$ cat src/rtl/factorial_ctrl.sv
// rtl/factorial_ctrl.sv - N! sequencer driving a 64x64->128 multiplier as a slave
//
// Computes acc = 1; for k = 2..n: acc = acc[63:0] * k, one multiplier job per step.
// Every output is a register; the multiplier operand buses are taken straight
// from the k and acc registers so they stay stable for the whole job.
//
// Ports:
//   clk              in   clock, all state on rising edge
//   reset            in   synchronous active-high reset
//   op_start         in   start N! of n (accepted only in IDLE)
//   op_clear         in   abort/clear from any state, wins over op_start
//   n                in   operand, captured when op_start is accepted
//   op_done          out  high in DONE
//   busy             out  high in ISSUE, WAIT, RELEASE
//   result           out  accumulator, valid while op_done, zero otherwise
//   overflow         out  sticky: a product with nonzero [127:64] was fed back truncated
//   error            out  sticky: multiplier did not answer within TIMEOUT cycles
//   mul_start        out  multiplier op_start
//   mul_clear        out  multiplier op_clear (held high whenever no job is in flight)
//   mul_multiplier   out  zero-extended k
//   mul_multiplicand out  acc[63:0]
//   mul_done         in   multiplier op_done
//   mul_result       in   multiplier 128-bit product

module factorial_ctrl #(
    parameter int N_WIDTH = 8,
    parameter int TIMEOUT = 100
) (
    input  logic               clk,
    input  logic               reset,
    input  logic               op_start,
    input  logic               op_clear,
    input  logic [N_WIDTH-1:0] n,
    output logic               op_done,
    output logic               busy,
    output logic [127:0]       result,
    output logic               overflow,
    output logic               error,
    output logic               mul_start,
    output logic               mul_clear,
    output logic [63:0]        mul_multiplier,
    output logic [63:0]        mul_multiplicand,
    input  logic               mul_done,
    input  logic [127:0]       mul_result
);

    localparam int CNT_W = $clog2(TIMEOUT + 1);

    typedef enum logic [2:0] {
        S_IDLE,
        S_ISSUE,
        S_WAIT,
        S_RELEASE,
        S_DONE
    } state_t;

    state_t             state, state_nx;
    logic [127:0]       acc, acc_nx;
    logic [N_WIDTH-1:0] k, k_nx;
    logic [N_WIDTH-1:0] n_q, n_nx;
    logic [CNT_W-1:0]   wait_cnt, wait_cnt_nx;
    logic               overflow_nx, error_nx;
    logic               op_done_nx, busy_nx, mul_start_nx, mul_clear_nx;
    logic [127:0]       result_nx;

    assign mul_multiplier   = {{(64-N_WIDTH){1'b0}}, k};
    assign mul_multiplicand = acc[63:0];

    always_comb begin
        state_nx    = state;
        acc_nx      = acc;
        k_nx        = k;
        n_nx        = n_q;
        wait_cnt_nx = wait_cnt;
        overflow_nx = overflow;
        error_nx    = error;

        if (op_clear) begin
            // Abort: any job in flight is dropped; mul_clear goes high below.
            state_nx    = S_IDLE;
            acc_nx      = 128'd1;
            k_nx        = '0;
            wait_cnt_nx = '0;
            overflow_nx = 1'b0;
            error_nx    = 1'b0;
        end else begin
            case (state)
                S_IDLE: begin
                    if (op_start) begin
                        n_nx        = n;
                        acc_nx      = 128'd1;
                        k_nx        = N_WIDTH'(2);
                        wait_cnt_nx = '0;
                        overflow_nx = 1'b0;
                        error_nx    = 1'b0;
                        state_nx    = (n < N_WIDTH'(2)) ? S_DONE : S_ISSUE;
                    end
                end
                S_ISSUE: begin
                    wait_cnt_nx = '0;
                    state_nx    = S_WAIT;
                end
                S_WAIT: begin
                    if (mul_done) begin
                        acc_nx = mul_result;
                        // Only a product that feeds another step loses its upper half.
                        if ((mul_result[127:64] != 64'd0) && (k < n_q))
                            overflow_nx = 1'b1;
                        state_nx = S_RELEASE;
                    end else if (wait_cnt == CNT_W'(TIMEOUT - 1)) begin
                        error_nx = 1'b1;
                        state_nx = S_RELEASE;
                    end else begin
                        wait_cnt_nx = wait_cnt + CNT_W'(1);
                    end
                end
                S_RELEASE: begin
                    if ((k == n_q) || error) begin
                        state_nx = S_DONE;
                    end else begin
                        k_nx     = k + N_WIDTH'(1);
                        state_nx = S_ISSUE;
                    end
                end
                S_DONE: begin
                    state_nx = S_DONE;
                end
                default: begin
                    state_nx = S_IDLE;
                end
            endcase
        end

        // Outputs are registered, so they are decoded from the next state.
        busy_nx      = (state_nx == S_ISSUE) || (state_nx == S_WAIT) || (state_nx == S_RELEASE);
        mul_start_nx = (state_nx == S_ISSUE);
        mul_clear_nx = !((state_nx == S_ISSUE) || (state_nx == S_WAIT));
        op_done_nx   = (state_nx == S_DONE);
        result_nx    = (state_nx == S_DONE) ? acc_nx : 128'd0;
    end

    always_ff @(posedge clk) begin
        if (reset) begin
            state     <= S_IDLE;
            acc       <= 128'd1;
            k         <= '0;
            n_q       <= '0;
            wait_cnt  <= '0;
            overflow  <= 1'b0;
            error     <= 1'b0;
            op_done   <= 1'b0;
            busy      <= 1'b0;
            result    <= 128'd0;
            mul_start <= 1'b0;
            mul_clear <= 1'b1;
        end else begin
            state     <= state_nx;
            acc       <= acc_nx;
            k         <= k_nx;
            n_q       <= n_nx;
            wait_cnt  <= wait_cnt_nx;
            overflow  <= overflow_nx;
            error     <= error_nx;
            op_done   <= op_done_nx;
            busy      <= busy_nx;
            result    <= result_nx;
            mul_start <= mul_start_nx;
            mul_clear <= mul_clear_nx;
        end
    end

endmodule
$ cat config.mk
export PLATFORM = sky130hd
export DESIGN_NAME = factorial_ctrl
export DESIGN_NICKNAME = d
export VERILOG_FILES = /design/src/rtl/factorial_ctrl.sv
export SDC_FILE = /design/constraint.sdc
export NUM_CORES = 1
export LEC_CHECK = 0
export ABC_AREA = 1
export CAP_MARGIN = 20
export CORE_MARGIN = 3
export CORE_UTILIZATION = 49
export DETAILED_ROUTE_END_ITERATION = 8
export GPL_TIMING_DRIVEN = 0
export PLACE_DENSITY = 0.85
export SLEW_MARGIN = 40
export SYNTH_ARGS = -nofsm -noshare
export SYNTH_HDL_FRONTEND = slang
export SYNTH_SLANG_ARGS = --single-unit
$ cat constraint.sdc
create_clock -name clk -period 3.72 [get_ports clk]
set_clock_uncertainty 0.05 [all_clocks]
set_input_delay 0.558 -clock clk [delete_from_list [all_inputs] [get_ports clk]]
set_output_delay 0.558 -clock clk [all_outputs]
set_load 0.1 [all_outputs]
**Word-level counts from Yosys, hierarchy flattened**

Index checks and enable logic that the tools add are counted.

- Logic and storage cells: 77
- Output and inout bits: 262
- Input port bits: 141
- Flip-flop bits (word level): 288

- Bitwise gates (word level): 2
- $add $sub $neg: 2
- Muxes and demuxes: 25
- Reductions and logical operators: 17
- Eq/ne operators: 17
- $lt $le $gt $ge: 2

Operator list:

| cell | number |
|---|---|
| $mux W128 | 3 |
| $pmux W128 S2 | 1 |
| $reduce_bool A64 Y1 | 1 |
| $mux W7 | 3 |
| $pmux W7 S3 | 1 |
| $mux W3 | 6 |
| $mux W8 | 2 |
| $pmux W8 S2 | 1 |
| $pmux W3 S5 | 1 |
| $ne A2 B2 Y1 const B | 7 |
| $eq A3 B2 Y1 const B | 4 |
| $reduce_and A4 Y1 | 3 |
| $add A8 B1 Y8 const B | 1 |
| $eq A8 B8 Y1 | 1 |
| $lt A8 B2 Y1 const B | 1 |
| $lt A8 B8 Y1 | 1 |
| $add A7 B1 Y7 const B | 1 |
| $eq A7 B7 Y1 const B | 1 |
| $eq A3 B1 Y1 const B | 2 |
| $eq A3 B3 Y1 const B | 2 |
| $reduce_and A3 Y1 | 2 |
| $mux W1 | 5 |
| $pmux W1 S2 | 2 |
| $reduce_bool A2 Y1 | 2 |
| other kinds (7) | 11 |

**Longest topological paths before layout**

- Depth in word-level cells: 8
- Gate-level depth with buffers: 12
- Gate-level depth less buffers: 12

**Least setup slack after synthesis**

Ideal clock, no wire load.

- Path kind: register to register
- From: register k[0]
- To: register result[0]
- Stages on the path, launching flop included: 13
- Arrival: 2323 ps
- Setup slack: 1223 ps
- Cells stage by stage: dfxtp_1 inv_1 ha_1 nand2_1 nor2_1 nand2_1 nand2_1 nand2_1 o221ai_1 nand3_1 buf_2 buf_2 nor2_1

- Word-level cells in the longest chain between the ends: 8

RTL lines:

| what | line | text |
|---|---|---|
| start, declared | 59 | `logic [N_WIDTH-1:0] k, k_nx;` |
| start signal, assigned | 159 | `k <= k_nx;` |
| $eq A8 B8 Y1 | 118 | `if ((k == n_q) \|\| error) begin` |
| $logic_or A1 B1 Y1 | 118 |  |
| $mux W3 | 118 |  |
| $pmux W3 S5 | 87 | `case (state)` |
| $mux W3 | 78 | `if (op_clear) begin` |
| $eq A3 B3 Y1 | 139 | `result_nx = (state_nx == S_DONE) ? acc_nx : 128'd0;` |
| $not A1 Y1 (no source line) | - |  |
| $reduce_or A2 Y1 (no source line) | - |  |
| end signal, assigned | 166 | `result <= result_nx;` |
| end, declared | 36 | `output logic [127:0] result,` |

Every way passes these cells.
A chain may end at the register's enable or synchronous reset.

**Worst setup path in the final report**

- From: register k[0]
- To: register result[1]

The elaborated chain is that of the path after synthesis.

==> flow_summary.ini <==
[finish]
finalCoreUtilization = 0.674
syn_to_final_growth_pct = 34.0
final_common_cell = nand2_1
drive_gt1_frac = 0.206
layout.nets = 2247
most-common-layout-cells = nand2_1, dfxtp_1, buf_2

[setup_path]
cpMostUsedCell = nand2_1
slowest_delay_ps = 410
worstPathMaxFanout = 10
cp_slowest_cell = dfxtp_1
worstSetupEndpointType = register
required_ps = 4090
crit_chain = inv_1, ha_1, nand2_1, nor2_1, nand2_1, nand2_1, nand2_1, o221ai_1, nand3_1, buf_2, buf_2, nor2_1
rrSetupSlack_ps = 1290
crit_path_start_kind = register
criticalPathCategory = reg2reg
cp.arrival_ps = 2800

[grt]
grt_util_all_layers = 0.260
grt_max_degree = 15
grt_pass1_wl_mm = 55.4
grt_overflow = 0
grt_pass1_vias = 10850
antenna_found_initial = 3

[cts]
htree_levels = 1
postCtsSetupRepairBufs = 0
cts_tree = yes
insertion_delay_ps = 540
clk_pin_slew_worst_paths_ps = 60
clockBufferDepth = 3
ctsHoldBuffers = 0
root_buffer = clkbuf_16
ctsResizeCount = 0
clock-sinks = 288
cts_buffers = 30

[place]
gp_congestion = 0.902
io_buffers = 346
dp_slack_ps = 837
hpwl_mm = 26.9

[power_and_ir_drop]
p_leak_nw = 8.66
sw_frac_of_total = 0.249
p_int_mw = 5.15
p_switching_mw = 1.71
pwr-share-comb = 0.110
seqPwrFrac = 0.453
ir_drop_mv = 0.289
power_frac_clock = 0.437
powerDensity_nw_per_um2 = 430

[synthesis]
synth_cells = 1663
syn_area_um2 = 11900
ys_seq_area_frac = 0.484
syn-mean-instance-area_um2 = 7.16
synth_warnings = 0
ys_seq_elements = 288
synth.distinct_cells = 31

[die]
initial_core_util = 0.503
rows = 56
die_h_um = 162
fp.dieW_um = 162
fp.coreArea_um2 = 23700
dieArea_um2 = 26200
io-pin-count = 403

[drt]
vias_per_cell = 4.67
drt_iter0_drc = 1067
wl_per_cell_um = 14.6
drc = 0
ant_nets = 0
num_vias = 11397
route.final.wire_length_mm = 35.6
drt_pass1_iterations = 5

[timing]
setup_violations = 0
post-route-min-period_ps = 2430
rsz0062_at_grt = no
setup_slack_ps = 1290
worst_pin_slew_ps = 753
slew_headroom = 0.498
fin_crit_sh = 0.654
final_max_slew_viol_count = 0
hold_violations = 0
finalSetupTns_ps = 0
fmax_ghz = 0.411

[job]
max_cap_violations = 0

[outcome]
status = completed

[worst_hold_path]
hold_path_class = reg2reg
## worst max-delay path, delay by kind of cell, from the launching register on
kind,cells,cell delay [ps]
flip-flops,1,410
buffers and inverters,3,760
AND/OR/NAND/NOR,7,660
AO/OA/AOI/OAI,1,140
adder cells (fa/ha/maj),1,290
## power by group through the flow
stage | sequential, mW | clock, mW | combinational [mW]
final | 3.11 | 3.00 | 0.753
after global routing | 3.11 | 3.18 | 0.799
after CTS | 3.11 | 3.04 | 0.747
after detailed placement | 3.17 | 0 | 0.743
after global placement | 3.17 | 0 | 0.745
after floorplan | 3.19 | 0 | 0.477
## cell usage after synthesis
cell type / n / area share
buf_6: 8 / 0.0076
o21ai_0: 124 / 0.052
dfxtp_1: 288 / 0.48
clkbuf_4: 3 / 0.0019
inv_2: 6 / 0.0019
a21boi_0: 1 / 0.00063
a211oi_1: 1 / 0.00063
nor3_4: 1 / 0.0014
nand3b_1: 2 / 0.0013
nor3b_1: 2 / 0.0013
clkbuf_1: 27 / 0.0085
nor2_2: 1 / 0.00053
nor3_1: 3 / 0.0013
nand2_2: 1 / 0.00053
o221ai_1: 1 / 0.00074
nand3_1: 14 / 0.0059
conb_1: 1 / 0.00031
buf_2: 42 / 0.018
clkbuf_2: 1 / 0.00042
nand2_1: 583 / 0.18
a21oi_1: 24 / 0.010
or2_2: 1 / 0.00053
o21ai_2: 1 / 0.00074
inv_1: 165 / 0.052
xor2_1: 5 / 0.0037
o21ai_1: 20 / 0.0084
nand4_1: 4 / 0.0021
buf_1: 4 / 0.0013
ha_1: 10 / 0.011
buf_4: 120 / 0.076
nor2_1: 199 / 0.063
## flip-flops by register name, summed over array words and instances (netlist names), 3 cells and up
| name | flops |
|---|---|
| wait_cnt | 7 |
| n_q | 8 |
| result | 128 |
| acc | 128 |
| k | 8 |
| state | 3 |
## area by class of cell
class / instances / area, um2
clock buffers: 48 / 920
repair buffers: 346 / 2430
inverters: 171 / 642
well taps: 319 / 399
multi-input cells: 1054 / 4360
plain buffers: 205 / 1350
diodes: 3 / 7.51
fillers: 2008 / 7720
flip-flops and latches: 288 / 5770
clock inverters: 6 / 83.8
## routing by layer
layer  up-vias  track usage  part of all wire
li1       5716            -                 -
met1      5095        0.307              0.39
met2       494        0.460              0.48
met3        92       0.0487             0.082
met4         0        0.115             0.044
met5         -            0                 0
## kinds of logic after synthesis
group | after synthesis | share of synthesized area
buf+inv | 376 | 0.167
compound gates | 172 | 0.0733
simple gates | 811 | 0.261
flops | 288 | 0.484
fa+ha+maj | 10 | 0.0105
xor+xnor | 5 | 0.00368
other cells | 1 | 0.000315
## stage by stage
stage	area (um2)	power, mW	instances	hold WS, ps
after floorplan	12100	3.67	1718	383
after global placement	16000	3.92	2383	397
after detailed placement	14900	3.92	2383	402
after CTS	16000	6.90	2437	409
after global routing	16000	7.08	2440	424
final	16000	6.86	2440	404
## path summary, 6_finish.rpt
check / startpoint / end / cells after the start
setup reg to reg: k[0] / result[1] / 12
hold / removal: n_q[4] / n_q[4] / 2
hold reg to reg: n_q[4] / n_q[4] / 2
setup / recovery: k[0] / result[1] / 12
Power figures use the tool's default switching activity.
